===== src/rtl/apb_2_lint_pkg.sv =====
// Shared types and defaults for the APB-to-LINT bridge.
// The optional timeout is enabled by defining APB2LINT_TIMEOUT_EN.
package apb_2_lint_pkg;

    typedef enum logic [1:0] {
        IDLE   = 2'd0,
        REQ    = 2'd1,
        WAIT_R = 2'd2,
        RESP   = 2'd3
    } state_e;

    localparam int unsigned TIMEOUT_CYCLES_DEFAULT = 255;

    // Timeout counter is never narrower than 8 bits.
    function automatic int unsigned cnt_width(input int unsigned limit);
        return ($clog2(limit + 1) > 8) ? $clog2(limit + 1) : 8;
    endfunction

endpackage


===== src/rtl/apb_2_lint.sv =====
// APB slave that forwards each transfer as a single LINT request/response.
// Optional timeout (PSLVERR on expiry) is enabled by defining APB2LINT_TIMEOUT_EN.
module apb_2_lint
    import apb_2_lint_pkg::*;
#(
    parameter int unsigned ADDR_WIDTH     = 32,
    parameter int unsigned DATA_WIDTH     = 32,
    parameter int unsigned BE_WIDTH       = DATA_WIDTH / 8,
    parameter int unsigned TIMEOUT_CYCLES = TIMEOUT_CYCLES_DEFAULT
) (
    input  logic                  clk,
    input  logic                  rst_n,
    input  logic [ADDR_WIDTH-1:0] PADDR,
    input  logic [DATA_WIDTH-1:0] PWDATA,
    input  logic                  PWRITE,
    input  logic                  PSEL,
    input  logic                  PENABLE,
    output logic [DATA_WIDTH-1:0] PRDATA,
    output logic                  PREADY,
    output logic                  PSLVERR,
    output logic                  data_req_o,
    output logic [ADDR_WIDTH-1:0] data_add_o,
    output logic                  data_wen_o,
    output logic [DATA_WIDTH-1:0] data_wdata_o,
    output logic [BE_WIDTH-1:0]   data_be_o,
    input  logic                  data_gnt_i,
    input  logic                  data_r_valid_i,
    input  logic [DATA_WIDTH-1:0] data_r_rdata_i
);

    state_e                state_q, state_d;
    logic [ADDR_WIDTH-1:0] addr_q, addr_d;
    logic [DATA_WIDTH-1:0] wdata_q, wdata_d;
    logic [DATA_WIDTH-1:0] rdata_q, rdata_d;
    logic                  write_q, write_d;
    logic                  abort_q, abort_d;

`ifdef APB2LINT_TIMEOUT_EN
    localparam int unsigned CNT_W = cnt_width(TIMEOUT_CYCLES);
    logic [CNT_W-1:0] cnt_q, cnt_d;
    logic             err_q, err_d;
    logic             timeout;
`endif

    always_ff @(posedge clk or negedge rst_n) begin
        if (!rst_n) begin
            state_q <= IDLE;
            addr_q  <= '0;
            wdata_q <= '0;
            rdata_q <= '0;
            write_q <= 1'b0;
            abort_q <= 1'b0;
`ifdef APB2LINT_TIMEOUT_EN
            cnt_q   <= '0;
            err_q   <= 1'b0;
`endif
        end else begin
            state_q <= state_d;
            addr_q  <= addr_d;
            wdata_q <= wdata_d;
            rdata_q <= rdata_d;
            write_q <= write_d;
            abort_q <= abort_d;
`ifdef APB2LINT_TIMEOUT_EN
            cnt_q   <= cnt_d;
            err_q   <= err_d;
`endif
        end
    end

    always_comb begin
        state_d = state_q;
        addr_d  = addr_q;
        wdata_d = wdata_q;
        rdata_d = rdata_q;
        write_d = write_q;
        abort_d = abort_q;
`ifdef APB2LINT_TIMEOUT_EN
        cnt_d   = cnt_q;
        err_d   = err_q;
        timeout = 1'b0;
`endif
        case (state_q)
            IDLE: begin
                if (PSEL) begin
                    addr_d  = PADDR;
                    wdata_d = PWDATA;
                    write_d = PWRITE;
                    abort_d = 1'b0;
                    state_d = REQ;
`ifdef APB2LINT_TIMEOUT_EN
                    cnt_d   = '0;
                    err_d   = 1'b0;
`endif
                end
            end
            REQ: begin
                if (!PSEL) abort_d = 1'b1;
                if (data_gnt_i) state_d = WAIT_R;
            end
            WAIT_R: begin
                if (!PSEL) abort_d = 1'b1;
                // A master that dropped PSEL gets no response phase at all.
                if (data_r_valid_i) begin
                    rdata_d = write_q ? '0 : data_r_rdata_i;
                    state_d = (abort_q || !PSEL) ? IDLE : RESP;
                end
            end
            RESP: begin
                if (!PSEL || PENABLE) state_d = IDLE;
            end
            default: state_d = IDLE;
        endcase
`ifdef APB2LINT_TIMEOUT_EN
        if (state_q == REQ || state_q == WAIT_R) begin
            cnt_d   = cnt_q + 1'b1;
            timeout = (cnt_q == CNT_W'(TIMEOUT_CYCLES - 1));
        end
        if (timeout) begin
            rdata_d = '0;
            err_d   = 1'b1;
            state_d = (abort_q || !PSEL) ? IDLE : RESP;
        end
`endif
    end

    assign data_req_o   = (state_q == REQ);
    assign data_add_o   = addr_q;
    assign data_wdata_o = wdata_q;
    assign data_wen_o   = ~write_q;
    assign data_be_o    = '1;
    assign PRDATA       = rdata_q;
    assign PREADY       = (state_q == RESP) && PSEL && PENABLE;
`ifdef APB2LINT_TIMEOUT_EN
    assign PSLVERR      = (state_q == RESP) && err_q;
`else
    assign PSLVERR      = 1'b0;
`endif

endmodule


===== config.mk =====
export PLATFORM = sky130hd
export DESIGN_NAME = apb_2_lint
export DESIGN_NICKNAME = d
export VERILOG_FILES = /design/src/rtl/apb_2_lint_pkg.sv /design/src/rtl/apb_2_lint.sv
export SDC_FILE = /design/constraint.sdc
export NUM_CORES = 1
export LEC_CHECK = 0
export BUFFER_PORTS_ARGS = -buffer_cell sky130_fd_sc_hd__buf_2
export CORE_UTILIZATION = 51
export CTS_BUF_LIST = sky130_fd_sc_hd__clkbuf_4 sky130_fd_sc_hd__clkbuf_8
export DETAILED_ROUTE_END_ITERATION = 6
export MAX_ROUTING_LAYER = met4
export PLACE_DENSITY = 0.9
export SLEW_MARGIN = 20
export SYNTH_ARGS = -nofsm -noshare
export SYNTH_HDL_FRONTEND = slang
export SYNTH_SLANG_ARGS = --single-unit
export TNS_END_PERCENT = 10

===== constraint.sdc =====
create_clock -name clk -period 4 [get_ports clk]
set_clock_uncertainty 0.15 [all_clocks]
set_input_delay 0.8 -clock clk [delete_from_list [all_inputs] [get_ports clk]]
set_output_delay 0.8 -clock clk [all_outputs]
set_load 0.005 [all_outputs]

======== Word level (Yosys, flattened, before mapping) ========
Cells that the tools add are included.
storage, ports and cells
  bits of input ports ..................... 103
  output and inout bits ................... 104
  logic and storage cells ................. 37
  register bits ........................... 100
cells by class
  equality and inequality tests ........... 8
  reductions and logical operators ........ 12
  bitwise operators ....................... 1
  mux-type cells .......................... 10
operators with widths
  kind                number
  $mux 32             1
  $mux 2              5
  $ne 2x2->1 const B  4
  $pmux 2 s4          1
  $eq 2x2->1 const B  2
  $reduce_and 2->1    2
  $reduce_and 4->1    1
  $reduce_and 3->1    1
  $eq 2x1->1 const B  1
  $logic_and 1x1->1   2
  $logic_not 2->1     1
  $logic_or 1x1->1    2
  $mux 1              2
  $ne 2x1->1 const B  1
  $pmux 1 s2          1
  $reduce_bool 2->1   1
  $reduce_or 2->1     1
  $logic_not 1->1     1
  $not 1->1           1

======== Longest topological paths before layout ========
  depth in word-level cells ............... 5
  depth in mapped cells ................... 6
  depth with buffers taken out ............ 6

======== Least setup slack after synthesis ========
OpenSTA, ideal clock, no wires.
  kind .................................... input to output
  from .................................... input PENABLE
  to ...................................... output PREADY
  arrival time ............................ 0.967 ns
  stages .................................. 1
  path slack .............................. 2.083 ns
  cells stage by stage .................... and3_1
between the ends
  longest elaborated chain between the ends .. 1
RTL lines
  what                line               source
  start: declaration  apb_2_lint.sv:17   input logic PENABLE,
  $logic_and 1x1->1   apb_2_lint.sv:133  assign PREADY = (state_q == RESP) && PSEL && PENABLE;
  end: declaration    apb_2_lint.sv:19   output logic PREADY,
No other way between the ends.

======== Final worst setup path ========
  from .................................... register write_q
  to ...................................... output data_wen_o
between the ends
  longest elaborated chain between the ends .. 1
RTL lines
  what                      line               source
  start: declaration        apb_2_lint.sv:35   logic write_q, write_d;
  start signal: assignment  apb_2_lint.sv:62   write_q <= write_d;
  $not 1->1                 apb_2_lint.sv:130  assign data_wen_o = ~write_q;
  end: declaration          apb_2_lint.sv:23   output logic data_wen_o,
No other way between the ends.

==> run metrics <==
worst vdd ir 0.458 mV; DRT Pass-1 Iters 4; wire per inst 14.6 um; Area Overhead vs Synth 30.2%; crit path DAT 1.66 ns; Sequential Power Share 0.427; Setup Total Neg Slack 0 ns; core area 7810 um2; Combinational Power Share 0.413; CTS tree yes; asr flop ratio synth 1.00; CTS hold repair buffers 0; top cells by area, synth dfrtp_1 (60%), mux2_4 (18%), nand2_1 (5.9%); Via Count 2,971; number of synthesized flops with an enable pin 0; die height 92.4 um; period utilisation layout 0.653; initial DRC count 130; most frequent cell after synthesis dfrtp_1; fin crit period about 2.6 ns; Worst Max-Slew Pin Slew 0.919 ns; buffer count from post-CTS setup fixing 0; Clock power frac 0.160; Cell Pwr Density a little under 800 nW/um2; Post-route DRC 0; Crit Path Class flop to output pin; hold violation count in the final report 0; routability cong. 0.763; Final HPWL DP 6.56 mm; Finished Core Util 0.695; RR Endpoint data_add_o[8]; Main synth FF type dfrtp_1; Startpoint Class flop; Reg-to-Reg Start state_q[0]; Via density 4.83; Syn Inst Count between 300 and 400; Seq/Total Area, Yosys 0.600; Worst R2R Path Depth 5; H-tree levels 3; clock-pin slew on the worst setup and hold paths 0.11 ns; Starting Density 0.534; top cell type's share of synthesized area 0.600; root buffer cell clkbuf_8; most instantiated cells after synthesis dfrtp_1 (100), nand2_1 (66), mux2_4 (50); Non-Filler Instances a little over 600; Avg Cell Area, Syn 13.4 um2; die area between 8000 and 9000 um2; status completed; clock latency on the worst-skew pair 0.35 ns; Mapped Area 4170 um2; FMAX roughly 0.38 GHz; setup repair after global routing missed its margin no; Net Sw Frac 0.327; #FFs+latches synth 100; total wire length 9.00 mm; Synth warnings 0; Slew Limit Headroom 0.386; hold crit path type input port to async pin; Remaining Overflow, GRT 0; P_sw 1.37 mW; remaining antenna violation count 0; max cap viols 0; reg-to-reg slack, setup 1.58 ns; worst-path fanout max 33; nets 616; Crit. End Element output pin; Yosys top cell by area dfrtp_1; P_leak 3.00 nW; CTS Sinks 100; Die W 92.4 um; layout cell share with drive strength beyond 1 0.563; IO Pins 207; CTS Buffer Depth 2; CTS Buf Count 9; post_cts resized 0; Total Routing Usage GR 0.219; first-pass GRT wire length 14.1 mm; final setup violation count 0; internal power 2.82 mW; largest net degree at the start of global routing 91; worst endpoint required time 3.05 ns; placed cell count 599; number of antenna diodes 0; PortBufs 201; # rows 32; vias in the first global route 2,990; initial antenna violation count 0; Distinct cells, synth 22; Slew Limit Fails 0
==> metrics by stage <==
step	hold WS, ns	area [um2]	total power, mW	setup slack (ns)
6_report	0.310	5430	4.19	1.39
5_1_grt	0.351	5430	4.47	1.25
4_1_cts	0.339	5420	4.23	1.36
3_5_place_dp	0.315	5210	3.56	1.42
3_3_place_gp	0.306	5210	3.45	1.47
2_1_floorplan	0.323	4180	2.82	2.08
==> critical path, cell delays in order (launching register included) <==
cell,delay (ns)
dfrtp_1,0.39
inv_1,0.67
buf_2,0.25
==> state kept, by name, summed over array words and instances, names as in the netlist <==
name and cells:
data_wdata_o 32, state_q 2, PRDATA 32, data_add_o 32, abort_q 1, write_q 1
==> worst max-delay path by stage <==
| stage | from | end | slack (ns) |
|---|---|---|---|
| after floorplan | PENABLE | PREADY | 2.08 |
| after global placement | PSEL | data_add_o[8] | 1.47 |
| after detailed placement | PSEL | data_add_o[8] | 1.42 |
| after CTS | write_q | data_wen_o | 1.36 |
| after global routing | write_q | data_wen_o | 1.25 |
| final | write_q | data_wen_o | 1.39 |
==> per-layer routing <==
layer | track usage | wire [um] | vias to the layer above
met5 | - | 0 | -
met1 | 0.269 | 3720 | 1413
met4 | 0.0521 | 70 | 0
met2 | 0.363 | 4550 | 133
li1 | - | - | 1418
met3 | 0.0591 | 654 | 7
==> cell usage in the layout, fill, tap and decap left out, types with 2 or more instances in the layout <==
| master | instances |
|---|---|
| a21oi_1 | 2 |
| a31oi_1 | 2 |
| buf_2 | 200 |
| buf_4 | 4 |
| clkbuf_8 | 9 |
| clkinv_4 | 4 |
| conb_1 | 5 |
| dfrtp_1 | 100 |
| ha_1 | 5 |
| inv_1 | 6 |
| mux2_2 | 15 |
| mux2_4 | 50 |
| nand2_1 | 65 |
| o21ai_0 | 34 |
==> area by class of cell <==
cell class              instances  area [um2]
flip-flops and latches        100        2500
multi-input cells             186        1520
clock buffers                   9         124
inverters                       6        22.5
fillers                       596        2380
clock inverters                 7        85.1
repair buffers                205        1040
well taps                     102         128
==> logic make-up (layout without fill, tap and decap cells) <==
logic type	after synthesis	count (layout)	synth area share
other	2	5	0.00180
flip-flops	100	100	0.600
adder cells (fa/ha/maj)	5	5	0.0150
AND/OR/NAND/NOR	72	72	0.0705
multiplexers	65	65	0.221
AO/OA/AOI/OAI	39	39	0.0528
buffers and inverters	27	227	0.0390
==> power by group through the flow <==
stage               Combinational, mW  Sequential [mW]  Clock, mW
floorplan                       0.987             1.83          0
global placement                 1.67             1.78          0
detailed placement               1.75             1.81          0
CTS                              1.75             1.79      0.687
global route                     1.90             1.85      0.727
finish                           1.73             1.79      0.670
Note: power is estimated with default switching activity, not from simulation.
